## src/rtl/mac_tx_arbiter.sv

```systemverilog
// mac_tx_arbiter: frame-level 2:1 arbiter feeding the 10G MAC TX AXI-Stream
// path from the ARP and IP/UDP transmitters. Whole frames are granted, never
// interleaved. One registered output stage gives 1-cycle input-to-output latency.
//
// state        | meaning
// -------------+----------------------------------------------------------
// ST_IDLE      | no grant; arbitrate between pending sources (no beats taken)
// ST_GNT_ARP   | ARP owns the output, beats forwarded
// ST_GNT_IP    | IP owns the output, beats forwarded
// ST_DROP_ARP  | ARP frame was force-terminated; swallow beats up to its last
// ST_DROP_IP   | IP frame was force-terminated; swallow beats up to its last

module mac_tx_arbiter #(
  parameter int P_ARP_PRIORITY = 1,
  parameter int P_MAX_BEATS    = 1500
) (
  input  logic        i_clk,
  input  logic        i_rst,

  input  logic [63:0] s_axis_arp_data,
  input  logic [79:0] s_axis_arp_user,
  input  logic [7:0]  s_axis_arp_keep,
  input  logic        s_axis_arp_last,
  input  logic        s_axis_arp_valid,
  output logic        s_axis_arp_ready,

  input  logic [63:0] s_axis_ip_data,
  input  logic [79:0] s_axis_ip_user,
  input  logic [7:0]  s_axis_ip_keep,
  input  logic        s_axis_ip_last,
  input  logic        s_axis_ip_valid,
  output logic        s_axis_ip_ready,

  output logic [63:0] m_axis_mac_data,
  output logic [79:0] m_axis_mac_user,
  output logic [7:0]  m_axis_mac_keep,
  output logic        m_axis_mac_last,
  output logic        m_axis_mac_valid,
  input  logic        m_axis_mac_ready,

  output logic        o_overrun
);

  typedef enum logic [2:0] {
    ST_IDLE     = 3'd0,
    ST_GNT_ARP  = 3'd1,
    ST_GNT_IP   = 3'd2,
    ST_DROP_ARP = 3'd3,
    ST_DROP_IP  = 3'd4
  } state_t;

  localparam logic [10:0] L_MAX_BEATS = 11'(P_MAX_BEATS);
  localparam logic        L_ARP_PRIO  = (P_ARP_PRIORITY != 0);

  state_t      state_q, state_d;
  // Round-robin pointer: 0 = ARP goes next, 1 = IP goes next.
  logic        rr_q, rr_d;
  logic [10:0] beat_cnt_q, beat_cnt_d;

  logic [63:0] data_q, data_d;
  logic [79:0] user_q, user_d;
  logic [7:0]  keep_q, keep_d;
  logic        last_q, last_d;
  logic        valid_q, valid_d;
  logic        ovr_q, ovr_d;

  logic        src_arp;
  logic        out_free;
  logic        arp_rdy;
  logic        ip_rdy;
  logic        accept;
  logic        in_last;
  logic [63:0] in_data;
  logic [79:0] in_user;
  logic [7:0]  in_keep;
  logic [10:0] beat_cnt_inc;
  logic        limit_hit;

  // Decode which source is selected and whether its current beat is taken.
  // Readies are held low while reset is asserted so no beat is consumed then.
  always_comb begin
    src_arp  = (state_q == ST_GNT_ARP) || (state_q == ST_DROP_ARP);
    out_free = !valid_q || m_axis_mac_ready;
    arp_rdy  = !i_rst && (((state_q == ST_GNT_ARP) && out_free) || (state_q == ST_DROP_ARP));
    ip_rdy   = !i_rst && (((state_q == ST_GNT_IP) && out_free) || (state_q == ST_DROP_IP));
    in_data  = src_arp ? s_axis_arp_data : s_axis_ip_data;
    in_user  = src_arp ? s_axis_arp_user : s_axis_ip_user;
    in_keep  = src_arp ? s_axis_arp_keep : s_axis_ip_keep;
    in_last  = src_arp ? s_axis_arp_last : s_axis_ip_last;
    accept   = src_arp ? (s_axis_arp_valid && arp_rdy) : (s_axis_ip_valid && ip_rdy);
    beat_cnt_inc = beat_cnt_q + 11'd1;
    limit_hit    = (beat_cnt_inc == L_MAX_BEATS);
  end

  // Next-state logic: arbitration, frame tracking, length limit, output stage
  always_comb begin
    state_d    = state_q;
    rr_d       = rr_q;
    beat_cnt_d = beat_cnt_q;
    data_d     = data_q;
    user_d     = user_q;
    keep_d     = keep_q;
    last_d     = last_q;
    valid_d    = valid_q;
    ovr_d      = 1'b0;

    // A consumed output beat empties the register unless reloaded below.
    if (m_axis_mac_ready) begin
      valid_d = 1'b0;
    end

    case (state_q)
      ST_IDLE: begin
        if (s_axis_arp_valid && s_axis_ip_valid) begin
          state_d = (L_ARP_PRIO || !rr_q) ? ST_GNT_ARP : ST_GNT_IP;
        end else if (s_axis_arp_valid) begin
          state_d = ST_GNT_ARP;
        end else if (s_axis_ip_valid) begin
          state_d = ST_GNT_IP;
        end
      end

      ST_GNT_ARP, ST_GNT_IP: begin
        if (accept) begin
          data_d  = in_data;
          user_d  = in_user;
          keep_d  = in_keep;
          last_d  = in_last || limit_hit;
          valid_d = 1'b1;
          if (in_last) begin
            state_d    = ST_IDLE;
            rr_d       = src_arp;
            beat_cnt_d = 11'd0;
          end else if (limit_hit) begin
            // Close the frame at the MAC and swallow the rest of it upstream.
            state_d    = src_arp ? ST_DROP_ARP : ST_DROP_IP;
            ovr_d      = 1'b1;
            beat_cnt_d = 11'd0;
          end else begin
            beat_cnt_d = beat_cnt_inc;
          end
        end
      end

      ST_DROP_ARP, ST_DROP_IP: begin
        if (accept && in_last) begin
          state_d    = ST_IDLE;
          rr_d       = src_arp;
          beat_cnt_d = 11'd0;
        end
      end

      default: begin
        state_d = ST_IDLE;
      end
    endcase
  end

  // State, pointer, counter and output register with synchronous reset
  always_ff @(posedge i_clk) begin
    if (i_rst) begin
      state_q    <= ST_IDLE;
      rr_q       <= 1'b0;
      beat_cnt_q <= 11'd0;
      data_q     <= 64'd0;
      user_q     <= 80'd0;
      keep_q     <= 8'd0;
      last_q     <= 1'b0;
      valid_q    <= 1'b0;
      ovr_q      <= 1'b0;
    end else begin
      state_q    <= state_d;
      rr_q       <= rr_d;
      beat_cnt_q <= beat_cnt_d;
      data_q     <= data_d;
      user_q     <= user_d;
      keep_q     <= keep_d;
      last_q     <= last_d;
      valid_q    <= valid_d;
      ovr_q      <= ovr_d;
    end
  end

  assign s_axis_arp_ready = arp_rdy;
  assign s_axis_ip_ready  = ip_rdy;
  assign m_axis_mac_data  = data_q;
  assign m_axis_mac_user  = user_q;
  assign m_axis_mac_keep  = keep_q;
  assign m_axis_mac_last  = last_q;
  assign m_axis_mac_valid = valid_q;
  assign o_overrun        = ovr_q;

endmodule

```

## config.mk

```make
export PLATFORM = sky130hd
export DESIGN_NAME = mac_tx_arbiter
export DESIGN_NICKNAME = d
export VERILOG_FILES = /design/src/rtl/mac_tx_arbiter.sv
export SDC_FILE = /design/constraint.sdc
export NUM_CORES = 1
export LEC_CHECK = 0
export CAP_MARGIN = 20
export CELL_PAD_IN_SITES_DETAIL_PLACEMENT = 0
export CELL_PAD_IN_SITES_GLOBAL_PLACEMENT = 1
export CORE_AREA = 2 2 181 183
export DETAILED_ROUTE_END_ITERATION = 8
export DIE_AREA = 0 0 183 185
export DONT_BUFFER_PORTS = 1
export GPL_ROUTABILITY_DRIVEN = 0
export PLACE_DENSITY = 0.46
export RECOVER_POWER = 100
export SETUP_SLACK_MARGIN = 0.2
export SKIP_CTS_REPAIR_TIMING = 1
export SLEW_MARGIN = 15
export SYNTH_ARGS = -nofsm -noshare
export SYNTH_HDL_FRONTEND = slang
export SYNTH_SLANG_ARGS = --single-unit
```

## constraint.sdc

```tcl
create_clock -name i_clk -period 4.92 [get_ports i_clk]
set_clock_uncertainty 0.1 [all_clocks]
set_input_delay 1.476 -clock i_clk [delete_from_list [all_inputs] [get_ports i_clk]]
set_output_delay 1.476 -clock i_clk [all_outputs]
set_load 0.005 [all_outputs]
```

==> results of run 1 <==
[power by group through the flow]
stage | logic, mW | clock network [mW] | registers, mW
final | 0.710 | 1.40 | 1.59
after global routing | 0.813 | 1.52 | 1.60
after CTS | 0.733 | 1.46 | 1.59
after detailed placement | 0.733 | 0 | 1.62
after global placement | 0.728 | 0 | 1.63
after floorplan | 0.611 | 0 | 1.57
[final timing paths]
check	endpoint	cells after the start
setup / recovery	s_axis_arp_ready	2
hold / removal	m_axis_mac_keep[5]	2
setup reg to reg	m_axis_mac_data[17]	7
hold reg to reg	m_axis_mac_keep[5]	2
[kinds of logic (layout without fill, tap and decap cells)]
| logic type | count (synthesis) | in the layout |
|---|---|---|
| DFF | 169 | 169 |
| xor gates and xnor gates | 5 | 5 |
| muxes | 2 | 2 |
| buffers and inverters | 90 | 39 |
| adders and majority gates | 1 | 1 |
| and+or+nand+nor | 532 | 532 |
| AOI/OAI and AO/OA | 185 | 185 |
[critical path, stage by stage (launching register included)]
cell      delay, ps
dfxtp_1         610
nand2b_1        480
nor3_1          690
[per-stage QoR]
stage	area [µm²]	utilization (%)	cells
after floorplan	7570	-	984
after global placement	7780	24.3	1310
after detailed placement	7780	24.3	1310
after CTS	8370	26.1	1341
after global routing	8340	26.0	1341
final	8340	26.0	1341
[registers in the layout (all words and copies together) (netlist names)]
register,flops
o_overrun,1
m_axis_mac_keep,8
m_axis_mac_valid,1
state_q,3
beat_cnt_q,11
m_axis_mac_last,1
m_axis_mac_data,64
m_axis_mac_user,80
[synthesized netlist by cell type]
master / count / area share, %
or4b_2: 1 / 0.13
nand3_1: 11 / 0.73
nand4_1: 2 / 0.17
a311oi_1: 152 / 18
nor3b_2: 1 / 0.17
nor3b_1: 1 / 0.099
a31o_2: 1 / 0.12
o21bai_1: 1 / 0.099
clkbuf_1: 53 / 2.6
o31a_1: 1 / 0.12
o21ai_0: 9 / 0.59
buf_4: 11 / 1.1
o311ai_0: 2 / 0.23
xor2_1: 4 / 0.46
nand2b_1: 4 / 0.33
a311oi_4: 1 / 0.35
or2_2: 1 / 0.083
nor2_1: 169 / 8.4
or4_1: 2 / 0.20
inv_1: 2 / 0.099
nand2_1: 318 / 16
buf_2: 24 / 1.6
or3_1: 1 / 0.083
o41ai_1: 1 / 0.12
a211oi_1: 1 / 0.099
xnor2_1: 1 / 0.12
nor2b_1: 5 / 0.41
dfxtp_1: 169 / 45
and3_1: 3 / 0.25
a2bb2oi_2: 1 / 0.20
a21oi_1: 10 / 0.66
nor3_1: 6 / 0.40
and2_1: 1 / 0.083
a21o_1: 2 / 0.20
nor3_4: 2 / 0.43
a22o_1: 2 / 0.23
ha_1: 1 / 0.17
nor3_2: 1 / 0.13
nand4b_1: 3 / 0.35
o2bb2ai_1: 1 / 0.12
mux2i_1: 2 / 0.26
[metal layers]
layer | track usage [%] | part of all wire [%] | vias up
met5 | 0 | 0 | -
met4 | 5.06 | 1.5 | 0
met3 | 6.17 | 9.7 | 20
met2 | 25.5 | 50 | 279
met1 | 16.0 | 39 | 3087
li1 | - | - | 3314
[cell type report]
class                           count  area, µm²  share of cell area [%]
Multi-Input combinational cell    725       3760                    45.1
Sequential cell                   169       3380                    40.6
Tap cell                          408        510                    6.12
Clock buffer                       22        484                    5.81
Clock inverter                      9        114                    1.37
Timing Repair Buffer                6       80.1                   0.961
Inverter                            2       7.51                  0.0900
==> results.cfg, run 1 <==
[clock_tree]
ctsLongestPathBuffers = 2
clock-sinks = 169
h-tree-depth = 4
cts_tree = yes
clock_latency_ps = 430
path_clk_slew_ps = 70
root_buffer = clkbuf_16
cts-buffers-inserted = 17

[setup_path]
worstPathRequired_ps = 3340
end_kind = output pin
cp-startpoint = state_q[0]
cp.arrival_ps = 2220
worstSetupPathType = flip-flop to output pin
startpoint_type = flip-flop
ff2ff_setup_slack_ps = 1230
worstPathMaxFanout = 16
crit-reg2reg-launch = state_q[0]

[synth]
seq_area_frac_synth_pct = 44.7
ys_seq_elements = 169
synth-warning-count = 0
synth_cell_types = 41
synth_nets = 1296
synthesis.instances = 984
synth_top_family_by_area = simple AND/OR/NAND/NOR gates
syn_avg_cell_area_um2 = 7.69
synthXorXnorAreaFrac_pct = 0.579
syn_area_mm2 = 0.00757
synth_fa_ha_area_share_pct = 0.165
yosys.area_share.simple_pct = 28.2
synthMuxAreaShare_pct = 0.264
synth_compound_area_share_pct = 20.7

[drt]
final_antenna_net_count = 0
drt-initial-drc-count = 311
dr.pass1.iters = 4
via_count = 6700
drt-wirelength-per-cell_um = 19.9
drc = 0
wirelength_um = 26700
via_per_inst = 5.00

[sta]
drv_slew = 0
worst_pin_slew_ps = 1410
min_period_ps = 3790
hold_violations = 0
final.setup.tns_ps = 0
setup_viol = 0
whs_ps = 409
setup_ws_ps = 1130
timing.final.crit_share_pct = 77.1
max_slew_margin_pct = 6.29
rsz0062_at_grt = no
max_freq_mhz = 264

[placed_design]
dpl_worst_slack_ps = 1300
port_buffers = 0
dp_hpwl_um = 18000

[power_and_ir_drop]
p_sw_mw = 1.18
comb_power_share_pct = 19.2
ir_worst_vdd_uv = 229
sw_frac_of_total_pct = 32.0
power_frac_seq_pct = 42.9
internal_power_mw = 2.51
p_total_mw = 3.69
p_leak_nw = 2.72
clkPwrFrac_pct = 37.8
p_per_area_mw_per_mm2 = 443

[final_layout]
layout_common_cells = nand2_1 (318), nor2_1 (169), dfxtp_1 (169), a311oi_1 (152), clkbuf_16 (17)
drive_above_1_share_pct = 4.50
area_growth_pct = 10.1
nFillCells = 3565
num-nets-final = 1233
antenna_cells = 0
final_common_cell = nand2_1

[floorplanning]
initial_core_util_pct = 23.6
die_h_um = 185
coreArea_mm2 = 0.0320
rows = 66
dieArea_mm2 = 0.0339
die_x_um = 183
pin_count = 468

[global_routing]
antenna_found_initial = 0
grt_usage_pct = 14.6
grt_pass1_wl_um = 37700
grt_remaining_overflow = 0
grt_max_degree = 176
grt_pass1_vias = 6341

[hold_path]
hp-start = m_axis_mac_keep[5]
hold_class = flip-flop to flip-flop

[outcome]
run_status = completed

[job]
drv_cap = 0
Note: power is estimated with default switching activity, not from simulation.
==> run 2: changes to the inputs <==
- CORE_AREA: 2 2 181 183 -> 2 2 182 184
- DIE_AREA: 0 0 183 185 -> 0 0 184 186
- PLACE_DENSITY: 0.46 -> 0.47
- clock period: 4.92 -> 3.1 ns (I/O delays scaled with it)
==> results.cfg, run 2 (synthesis results as in run 1) <==
[outcome]
run_status = completed

[drt]
dr.max_layer_used = met4
final_antenna_net_count = 0
drt-met1-wl_um = 10200
wirelength_um = 27600
via_count = 6795
via_per_inst = 5.00
drc = 0
drt-initial-drc-count = 300
met2_length_um = 14000
drt-wirelength-per-cell_um = 20.3
routed-wl-met3_um = 2970
dr.pass1.iters = 4

[sta]
drv_slew = 0
whs_ps = 411
worst_pin_slew_ps = 939
final.setup.tns_ps = 0
setup_viol = 0
timing.final.crit_share_pct = 87.7
setup_ws_ps = 382
rsz0062_at_grt = no
hold_violations = 0
max_slew_margin_pct = 36.9
max_freq_mhz = 368
min_period_ps = 2720

[final_layout]
layout_common_cells = nand2_1 (318), nor2_1 (169), dfxtp_1 (168), a311oi_1 (152), clkbuf_16 (17)
layoutNonFillerInstCount = 1360
utilization_pct = 26.4
num-nets-final = 1251
drive_above_1_share_pct = 6.09
final_area_mm2 = 0.00849
antenna_cells = 0
nFillCells = 3571
area_growth_pct = 12.2
final_common_cell = nand2_1
largest_register_ffs = 80

[placed_design]
dp.cells = 1328
dp_hpwl_um = 19700
port_buffers = 0
dpl_worst_slack_ps = 353
dpl_cell_area_mm2 = 0.00797

[setup_path]
end_kind = output pin
cp.arrival_ps = 1690
worstPathRequired_ps = 2070
worstPathMaxFanout = 12
worstSetupPathType = flip-flop to output pin
reg2regPathDepth = 8
startpoint_type = flip-flop

[power_and_ir_drop]
p_per_area_mw_per_mm2 = 687
ir_worst_vdd_uv = 377
clkPwrFrac_pct = 36.5
p_sw_mw = 1.93
comb_power_share_pct = 20.5
sw_frac_of_total_pct = 33.1
p_leak_nw = 2.79
internal_power_mw = 3.90
power_frac_seq_pct = 43.0
p_total_mw = 5.83

[global_routing]
grt_max_degree = 168
antenna_found_initial = 0
grt_remaining_overflow = 0
grt_pass1_vias = 6768
grt_pass1_wl_um = 40200
grt_usage_pct = 15.4

[floorplanning]
initial_core_util_pct = 23.5
rows = 66
pin_count = 468
die_x_um = 184
coreArea_mm2 = 0.0322
dieArea_mm2 = 0.0342
die_h_um = 186

[clock_tree]
root_buffer = clkbuf_16
cts_tree = yes
h-tree-depth = 4
path_clk_slew_ps = 70
clock-sinks = 169
ctsLongestPathBuffers = 2
clock_latency_ps = 450
cts-buffers-inserted = 17

[job]
drv_cap = 0

[hold_path]
hold_class = flip-flop to flip-flop
holdPathStages = 2
-- run 2: cell types whose count changed in the layout (fill, tap and decap cells not counted), moves of 2 or more --
| cell | delta |
|---|---|
| buf_12 | +5 |
| buf_4 | +5 |
| clkbuf_1 | +6 |
| clkbuf_8 | -2 |
| clkinv_2 | +3 |
| inv_6 | +3 |
-- run 2: layout make-up --
class	count	area, µm²	share of cell area, %
clock buffers	19	453	5.33
clock inverters	13	116	1.37
inverters	2	7.51	0.0884
multi-input cells	725	3770	44.4
flip-flops and latches	169	3380	39.9
well taps	408	510	6.01
repair buffers	24	249	2.93
-- run 2: final timing paths --
check                           slack, ps                 from                   to
worst max-delay path                  380           state_q[2]     s_axis_arp_ready
worst min-delay path                  410  m_axis_mac_user[13]  m_axis_mac_user[13]
worst max register to register        440           state_q[2]       beat_cnt_q[10]
worst min register to register        410  m_axis_mac_user[13]  m_axis_mac_user[13]
-- run 2: power groups by stage --
stage	Combinational (mW)	Sequential (mW)	Clock, mW
floorplan	0.969	2.49	0
finish	1.19	2.51	2.13
global placement	1.23	2.57	0
global route	1.38	2.54	2.32
CTS	1.24	2.52	2.22
detailed placement	1.24	2.57	0
-- run 2: worst max-delay path, cell delays in order (launching register included) --
cell	delay (ps)
dfxtp_1	350
buf_4	190
nand2b_4	230
nor3_1	270
buf_4	210
-- run 2: per-layer routing --
layer | track usage (%) | vias up
met5 | 0 | -
met1 | 16.5 | 3141
li1 | - | 3353
met3 | 7.67 | 26
met4 | 4.54 | 0
met2 | 26.8 | 275
